<file path="src/rtl/des_pkg.sv">
// Shared DES constants: PC-1/PC-2 bit maps, per-round shift schedule,
// key-schedule state encoding and a C/D half rotate helper.
package des_pkg;

    typedef enum logic {
        IDLE = 1'b0,
        RUN  = 1'b1
    } state_t;

    // PC-1: entry i gives the key bit (1 = MSB) placed at C||D position i+1.
    localparam int PC1 [56] = '{
        57, 49, 41, 33, 25, 17,  9,
         1, 58, 50, 42, 34, 26, 18,
        10,  2, 59, 51, 43, 35, 27,
        19, 11,  3, 60, 52, 44, 36,
        63, 55, 47, 39, 31, 23, 15,
         7, 62, 54, 46, 38, 30, 22,
        14,  6, 61, 53, 45, 37, 29,
        21, 13,  5, 28, 20, 12,  4
    };

    // PC-2: entry i gives the C||D bit (1 = MSB) placed at subkey position i+1.
    localparam int PC2 [48] = '{
        14, 17, 11, 24,  1,  5,
         3, 28, 15,  6, 21, 10,
        23, 19, 12,  4, 26,  8,
        16,  7, 27, 20, 13,  2,
        41, 52, 31, 37, 47, 55,
        30, 40, 51, 45, 33, 48,
        44, 49, 39, 56, 34, 53,
        46, 42, 50, 36, 29, 32
    };

    // Left-rotate amount applied before each encrypt round (index 0 = round 1).
    localparam int SHIFT [16] = '{1, 1, 2, 2, 2, 2, 2, 2, 1, 2, 2, 2, 2, 2, 2, 1};

    // Rotate one 28-bit key half by 1 or 2 places, either direction, in one step.
    function automatic logic [1:28] rot28(input logic [1:28] x,
                                          input logic right,
                                          input logic two);
        logic [1:28] y;
        case ({right, two})
            2'b00:   y = {x[2:28], x[1]};
            2'b01:   y = {x[3:28], x[1:2]};
            2'b10:   y = {x[28], x[1:27]};
            default: y = {x[27:28], x[1:26]};
        endcase
        return y;
    endfunction

endpackage

</file>
<file path="src/rtl/des_pc2.sv">
// PC-2 compression: selects 48 of the 56 C||D bits to form a round subkey.
module des_pc2
    import des_pkg::*;
(
    input  logic [1:56] cd,
    output logic [1:48] k
);

    for (genvar g = 0; g < 48; g++) begin : g_pc2
        assign k[g+1] = cd[PC2[g]];
    end

endmodule

</file>
<file path="src/rtl/des_key_schedule.sv">
// Sequential DES subkey generator: one 48-bit subkey per handshake, in
// encrypt (K1..K16) or decrypt (K16..K1) order.
//
// state | meaning
// IDLE  | waiting for start; busy and subkey_valid low
// RUN   | presenting subkey for round `round`; advances on each transfer
module des_key_schedule
    import des_pkg::*;
(
    input  logic        clk,
    input  logic        rst_n,
    input  logic        start,
    input  logic        decrypt,
    input  logic [1:64] key,
    output logic        busy,
    output logic [1:48] subkey,
    output logic        subkey_valid,
    input  logic        subkey_ready,
    output logic [3:0]  round,
    output logic        done
);

    state_t      state, state_nxt;
    logic [1:28] c_q, d_q;
    logic [1:28] c_nxt, d_nxt;
    logic        dec_q;
    logic        load, adv, fin;
    logic [3:0]  sh_idx;
    logic        two;
    logic [1:56] pc1_key;
    logic [1:48] pc2_out;

    // Parity bits 8,16,..,64 never appear in PC-1, so they drop out here.
    for (genvar g = 0; g < 56; g++) begin : g_pc1
        assign pc1_key[g+1] = key[PC1[g]];
    end

    // Subkey is formed from the C/D value about to be registered, so the
    // subkey register and C/D always agree.
    des_pc2 u_pc2 (
        .cd ({c_nxt, d_nxt}),
        .k  (pc2_out)
    );

    // State register.
    always_ff @(posedge clk or negedge rst_n) begin
        if (!rst_n) state <= IDLE;
        else        state <= state_nxt;
    end

    // Next state, handshake decode and C/D rotation selection.
    always_comb begin
        state_nxt = state;
        c_nxt     = c_q;
        d_nxt     = d_q;
        load      = 1'b0;
        adv       = 1'b0;
        fin       = 1'b0;
        sh_idx    = 4'd0;
        two       = 1'b0;
        case (state)
            IDLE: begin
                if (start) begin
                    load      = 1'b1;
                    state_nxt = RUN;
                    // Decrypt starts from C0/D0, which already yield K16.
                    if (decrypt) begin
                        c_nxt = pc1_key[1:28];
                        d_nxt = pc1_key[29:56];
                    end else begin
                        c_nxt = rot28(pc1_key[1:28], 1'b0, 1'b0);
                        d_nxt = rot28(pc1_key[29:56], 1'b0, 1'b0);
                    end
                end
            end
            RUN: begin
                if (subkey_valid && subkey_ready) begin
                    if (round == 4'd15) begin
                        fin       = 1'b1;
                        state_nxt = IDLE;
                    end else begin
                        adv    = 1'b1;
                        // Decrypt undoes the encrypt shifts in reverse order.
                        sh_idx = dec_q ? (4'd15 - round) : (round + 4'd1);
                        two    = (SHIFT[sh_idx] == 2);
                        c_nxt  = rot28(c_q, dec_q, two);
                        d_nxt  = rot28(d_q, dec_q, two);
                    end
                end
            end
            default: state_nxt = IDLE;
        endcase
    end

    // Registered datapath and outputs; everything holds while stalled.
    always_ff @(posedge clk or negedge rst_n) begin
        if (!rst_n) begin
            c_q          <= '0;
            d_q          <= '0;
            dec_q        <= 1'b0;
            subkey       <= '0;
            round        <= '0;
            busy         <= 1'b0;
            subkey_valid <= 1'b0;
            done         <= 1'b0;
        end else begin
            done <= fin;
            if (load) begin
                dec_q        <= decrypt;
                c_q          <= c_nxt;
                d_q          <= d_nxt;
                subkey       <= pc2_out;
                round        <= 4'd0;
                busy         <= 1'b1;
                subkey_valid <= 1'b1;
            end else if (adv) begin
                c_q    <= c_nxt;
                d_q    <= d_nxt;
                subkey <= pc2_out;
                round  <= round + 4'd1;
            end else if (fin) begin
                busy         <= 1'b0;
                subkey_valid <= 1'b0;
            end
        end
    end

endmodule
</file>
<file path="config.mk">
export PLATFORM = sky130hd
export DESIGN_NAME = des_key_schedule
export DESIGN_NICKNAME = d
export VERILOG_FILES = /design/src/rtl/des_pkg.sv /design/src/rtl/des_pc2.sv /design/src/rtl/des_key_schedule.sv
export SDC_FILE = /design/constraint.sdc
export NUM_CORES = 1
export LEC_CHECK = 0
export ABC_AREA = 0
export CAP_MARGIN = 20
export CORE_MARGIN = 3
export CORE_UTILIZATION = 40
export CTS_BUF_LIST = sky130_fd_sc_hd__clkbuf_16
export CTS_CLUSTER_DIAMETER = 40
export DETAILED_ROUTE_END_ITERATION = 8
export GPL_TIMING_DRIVEN = 0
export HOLD_SLACK_MARGIN = 0.15
export PLACE_DENSITY = 0.73
export RECOVER_POWER = 25
export SYNTH_ARGS = -nofsm -noshare
export SYNTH_HDL_FRONTEND = slang
export SYNTH_SLANG_ARGS = --single-unit
</file>
<file path="constraint.sdc">
create_clock -name clk -period 4.72 [get_ports clk]
set_input_delay 1.18 -clock clk [delete_from_list [all_inputs] [get_ports clk]]
set_output_delay 1.18 -clock clk [all_outputs]
set_load 0.005 [all_outputs]
</file>
=== Yosys cells after proc, flatten, opt, wreduce, memory -nomap -nowiden ===
Memories as Yosys holds them, arrays and structs flattened.
Cells that the tools add are included.

* Bits in registers: 112
* ROM bits: 512
* Bits of input ports: 69
* Output and inout port bits: 55
* Logic and storage cells: 60
* Memories kept: 1

{| class="wikitable"
|+ Memory list
! memory !! words !! width !! rd ports !! clocked after Yosys merged registers in !! wr ports !! RTL line !! source
|-
| (no name shown) || 16 || 32 || 1 || 0 || 0 || des_key_schedule.sv:85 || <nowiki>two = (SHIFT[sh_idx] == 2);</nowiki>
|}

* Add/subtract/negate cells: 2
* Magnitude comparators: 1
* Eq/ne operators: 5
* Multiplexer cells: 36
* Bitwise operators: 2
* Reductions and logical operators: 5

{| class="wikitable"
|+ Operator list
! kind !! number
|-
| two-way mux 28 bit || 12
|-
| one-hot mux 28 bit (3 select lines) || 2
|-
| one-hot mux 28 bit (2 select lines) || 2
|-
| two-way mux 48 bit || 2
|-
| two-way mux 32 bit || 2
|-
| equality test 32 x 3 -> 1 bit, second input constant || 1
|-
| two-way mux 1 bit || 12
|-
| two-way mux 4 bit || 3
|-
| greater-or-equal comparator 5 bit, second input constant || 1
|-
| NOT 4 -> 5 bit || 1
|-
| adder 4 x 1 -> 4 bit, second input constant || 1
|-
| equality test 4 bit, second input constant || 1
|-
| nonzero test 2 bit || 2
|-
| subtractor 4 bit, first input constant || 1
|-
| equality test 2 x 1 -> 1 bit, second input constant || 1
|-
| equality test 2 bit, second input constant || 1
|-
| logical NOT 2 bit || 1
|-
| inequality test 2 bit, second input constant || 1
|-
| one-hot mux 1 bit (2 select lines) || 1
|-
| AND reduction 2 bit || 1
|-
| logical AND 1 bit || 1
|-
| NOT 1 bit || 1
|}

=== Logic depth before layout (Yosys ltp) ===
* Word-level depth: 14
* Mapped depth: 9
* Gate-level depth less buffers: 7

=== By module ===
Synthesis repeated with hierarchy kept, for this count alone.

* Cell total of the unflattened synthesis: 978
* Area total of the unflattened synthesis: 8395.6 um^2

{| class="wikitable"
|+ Modules (own cells, without submodules)
! module !! instances !! cells each !! area an instance (um^2) !! sequential area each (um^2)
|-
| des_key_schedule || 1 || 930 || 8035.2 || 2802.7
|-
| des_pc2 || 1 || 48 || 360.3 || 0.0
|}

=== Worst setup path after synthesis ===
OpenSTA, ideal clock, no wires.

* Kind: in2reg
* From: input port decrypt
* To: register subkey[13] (netlist name)
* Library setup time: 0.121 ns
* Data arrival time: 2.525 ns
* Data required time: 4.599 ns
* Path slack: 2.074 ns
* Stages on the path: 5
* Path buffers: 2
* Cell sequence: buf_1 > buf_1 > mux2i_1 > o21ai_0 > a22o_1

* Word-level cells in the longest chain between the ends: 5

{| class="wikitable"
|+ RTL lines
! item !! RTL line !! source
|-
| start, declared || des_key_schedule.sv:13 || <nowiki>input logic decrypt,</nowiki>
|-
| two-way mux 28 bit * || des_key_schedule.sv:67 || <nowiki>if (decrypt) begin</nowiki>
|-
| two-way mux 28 bit * || des_key_schedule.sv:63 || <nowiki>if (start) begin</nowiki>
|-
| one-hot mux 28 bit (2 select lines) * || des_key_schedule.sv:61 || <nowiki>case (state)</nowiki>
|-
| two-way mux 48 bit || des_key_schedule.sv:116 || <nowiki>end else if (adv) begin</nowiki>
|-
| two-way mux 48 bit * || des_key_schedule.sv:108 || <nowiki>if (load) begin</nowiki>
|-
| end signal, assigned || des_key_schedule.sv:112 || <nowiki>subkey <= pc2_out;</nowiki>
|-
| end signal, assigned || des_key_schedule.sv:119 || <nowiki>subkey <= pc2_out;</nowiki>
|-
| end, declared || des_key_schedule.sv:16 || <nowiki>output logic [1:48] subkey,</nowiki>
|}

Mark *: on every way between the ends. The rest lies on a longest branch, timed or not. The select of a mux whose other input is x is not followed.
A chain may end at the register's enable or synchronous reset.

=== Final worst setup path ===
* From: input port subkey_ready
* To: register subkey[43] (netlist name)

* Word-level cells in the longest chain between the ends: 5

{| class="wikitable"
|+ RTL lines
! item !! RTL line !! source
|-
| start, declared || des_key_schedule.sv:18 || <nowiki>input logic subkey_ready,</nowiki>
|-
| logical AND 1 bit * || des_key_schedule.sv:77 || <nowiki>if (subkey_valid && subkey_ready) begin</nowiki>
|-
| two-way mux 28 bit || des_key_schedule.sv:77 ||
|-
| one-hot mux 28 bit (2 select lines) || des_key_schedule.sv:61 ||
|-
| two-way mux 48 bit || des_key_schedule.sv:116 ||
|-
| two-way mux 48 bit || des_key_schedule.sv:108 ||
|}

Marks and branches as above.

==> results_dict.tcl <==
set metrics [dict create \
    cp_max_fo 10 \
    grt_max_degree 65 \
    synth_area_mm2 0.00586 \
    fp.dieH_um 127 \
    yosysWarnings 0 \
    drc_errors 0 \
    rows 43 \
    r2r-end "subkey[43]" \
    peakVddDrop_mv 0.387 \
    violations "max-capacitance violations, max-slew violations" \
    worst-setup-path-type "in2reg" \
    async_flop_share_pct 100 \
    rsz0062_at_grt "no" \
    synth-edff-count 0 \
    hold_violations 0 \
    first_global_vias 6663 \
    vias 6876 \
    synth_nets 782 \
    area_growth_pct 27.8 \
    vias_per_cell 6.73 \
    relSlewSlack_pct -18.9 \
    ys.flop_type "dfrtp_1" \
    cts_buffers 9 \
    post-cts-setup-buffers 0 \
    start_kind "input port" \
    tightest_slew_ps 1780 \
    grt-ovfl-total 0 \
    dp_hpwl_um 18000 \
    ant_nets 0 \
    hold_end "c_q[22]" \
    fin_util_pct 53.1 \
    setup_tns_ps 0 \
    required_ps 4970 \
    worstSkewPairLatency_ps 350 \
    floorplan.initialDensity_pct 41.6 \
    gp_congestion 0.998 \
    power_density_mw_per_mm2 928 \
    cts_buffer_depth 2 \
    rr_worst_depth 7 \
    finalWirelength_um 25900 \
    die_area_mm2 0.0161 \
    grt_pass1_wl_um 39400 \
    reg2reg_slack_ps 1290 \
    yosysMostFrequentCell "mux2i_1" \
    synth-seq-cells 64 \
    antenna_cells 0 \
    port_buffers 115 \
    fmax_mhz 255 \
    layout-drive-gt1-share_pct 11.9 \
    multi_input_area_mm2 0.00357 \
    worstPathArrival_ps 4180 \
    synth_top_area_cell "dfrtp_1" \
    cts_tree "built" \
    drt_iter0_drc 1034 \
    cts_resized 0 \
    clkSlewWorstSetupHoldPaths_ps 60 \
    synth.yosys.seq_area_share_pct 27.3 \
    hold_start "c_q[22]" \
    setup_viol 0 \
    leakage_nw 3.14 \
    hold_path_depth 2 \
    clock-root-buffer "clkbuf_16" \
    synth_cells 711 \
    cts_htree_levels 3 \
    first_pass_iters 7 \
    core_area_mm2 0.0141 \
    cap_violations 1 \
    cts_hold_buf 0 \
    nets 908 \
    synth.area.top_cells "dfrtp_1, mux2i_1, buf_4" \
    clock-sinks 64 \
    hold_class "reg2reg" \
    yosys.area.top_type_share_pct 27.3 \
    reg2reg_from "round[1]" \
    nFillCells 1406 \
    avgSynthCellArea_um2 8.24 \
    slew_violations 65 \
    grt_usage_pct 31.7 \
    io_pins 124 \
    regArea_mm2 0.00160 \
    die_w_um 127 \
    outcome "finished with violations" \
    endpoint_kind "flop" \
    routedWlPerCell_um 25.3 \
    period_share_pct 83.2 \
    ys_types 54 \
    synth_common_cells "mux2i_1, dfrtp_1, nor2_1, o21ai_0, buf_4" \
    antenna_found_initial 0 \
    fin_worst_skew_ps 7.21 \
    period_minus_slack_ps 3920 \
]
layout make-up:
| cell class | instances | area share, % |
|---|---|---|
| plain buffers | 117 | 8.77 |
| clock buffers | 9 | 3.01 |
| clock inverters | 7 | 0.418 |
| inverters | 9 | 0.451 |
| multi-input cells | 521 | 47.7 |
| flip-flops and latches | 64 | 21.4 |
| well taps | 180 | 3.01 |
| repair buffers | 115 | 15.3 |
critical path, cell delays in order:
cell             delay [ps]
clkdlybuf4s50_1         450
nand3_1                 160
nor2b_1                 510
clkbuf_1                570
clkbuf_1                620
nand2_1                 360
o211ai_1                310
stage by stage:
| step | power, mW | hold WS (ps) | worst slack (ps) | instance area (um^2) | std cells |
|---|---|---|---|---|---|
| after floorplan | 4.20 | 492 | 2070 | 5860 | 711 |
| after global placement | 6.05 | 522 | 147 | 7240 | 1006 |
| after detailed placement | 6.08 | 527 | 710 | 7240 | 1006 |
| after CTS | 6.71 | 539 | 1050 | 7490 | 1022 |
| after global routing | 7.24 | 576 | 872 | 7490 | 1022 |
| final | 6.95 | 562 | 795 | 7490 | 1022 |
how the worst max path moves through the flow:
stage | end | slack, ps | start | cells after the start
after floorplan | subkey[13] | 2070 | decrypt | 5
after global placement | round[2] | 150 | rst_n | 1
after detailed placement | subkey[43] | 710 | decrypt | 7
after CTS | subkey[43] | 1050 | subkey_ready | 7
after global routing | subkey[10] | 870 | subkey_ready | 7
final | subkey[43] | 800 | subkey_ready | 7
power breakdown:
part           total (mW)  internal, mW  switching [mW]
clock               0.612         0.346           0.267
sequential           1.35         0.828           0.524
combinational        4.99          2.01            2.98
placed cells by master (no fill, tap or decap), types with 3 or more instances in the layout:
| cell type | count |
|---|---|
| a31oi_1 | 36 |
| o31ai_1 | 15 |
| nand2b_1 | 5 |
| nor2_1 | 59 |
| o211ai_1 | 12 |
| a41o_1 | 3 |
| inv_1 | 10 |
| buf_1 | 10 |
| nor2b_1 | 3 |
| a31o_2 | 3 |
| mux2i_1 | 86 |
| o21ai_0 | 56 |
| o221ai_1 | 23 |
| buf_2 | 15 |
| clkbuf_1 | 40 |
| xor2_1 | 3 |
| a211oi_1 | 34 |
| dfrtp_1 | 64 |
| a21boi_0 | 5 |
| clkinv_2 | 4 |
| a21oi_1 | 34 |
| nor3_1 | 14 |
| or3_1 | 3 |
| o22ai_1 | 12 |
| a221o_1 | 4 |
| nand2_1 | 35 |
| clkdlybuf4s50_1 | 114 |
| a22o_1 | 4 |
| a221oi_1 | 3 |
| and3_1 | 20 |
| mux2_2 | 6 |
| buf_4 | 51 |
| o211a_1 | 3 |
| clkbuf_16 | 9 |
| nand3_1 | 12 |
| a32o_1 | 4 |
sequential cells by signal (all words and copies together), names as in the netlist:
register and cells:
done 1, c_q 5, subkey 47, dec_q 1
round 4, state 1, subkey_valid 1, d_q 4
cell families after synthesis:
logic type,Yosys count,synth area share [%]
xor+xnor,5,0.875
compound gates,264,30.8
simple gates,157,12.6
fa+ha+maj,2,0.427
buf+inv,126,11.8
flops,64,27.3
mux,93,16.2
metal layers:
layer	share of wire [%]	up-vias	global-route usage, %
li1	-	2930	-
met3	14	133	10.2
met5	0.13	-	1.86
met4	5.6	2	15.6
met1	39	3226	42.3
met2	42	585	46.0
No activity file was read; power rests on OpenSTA's default activity.
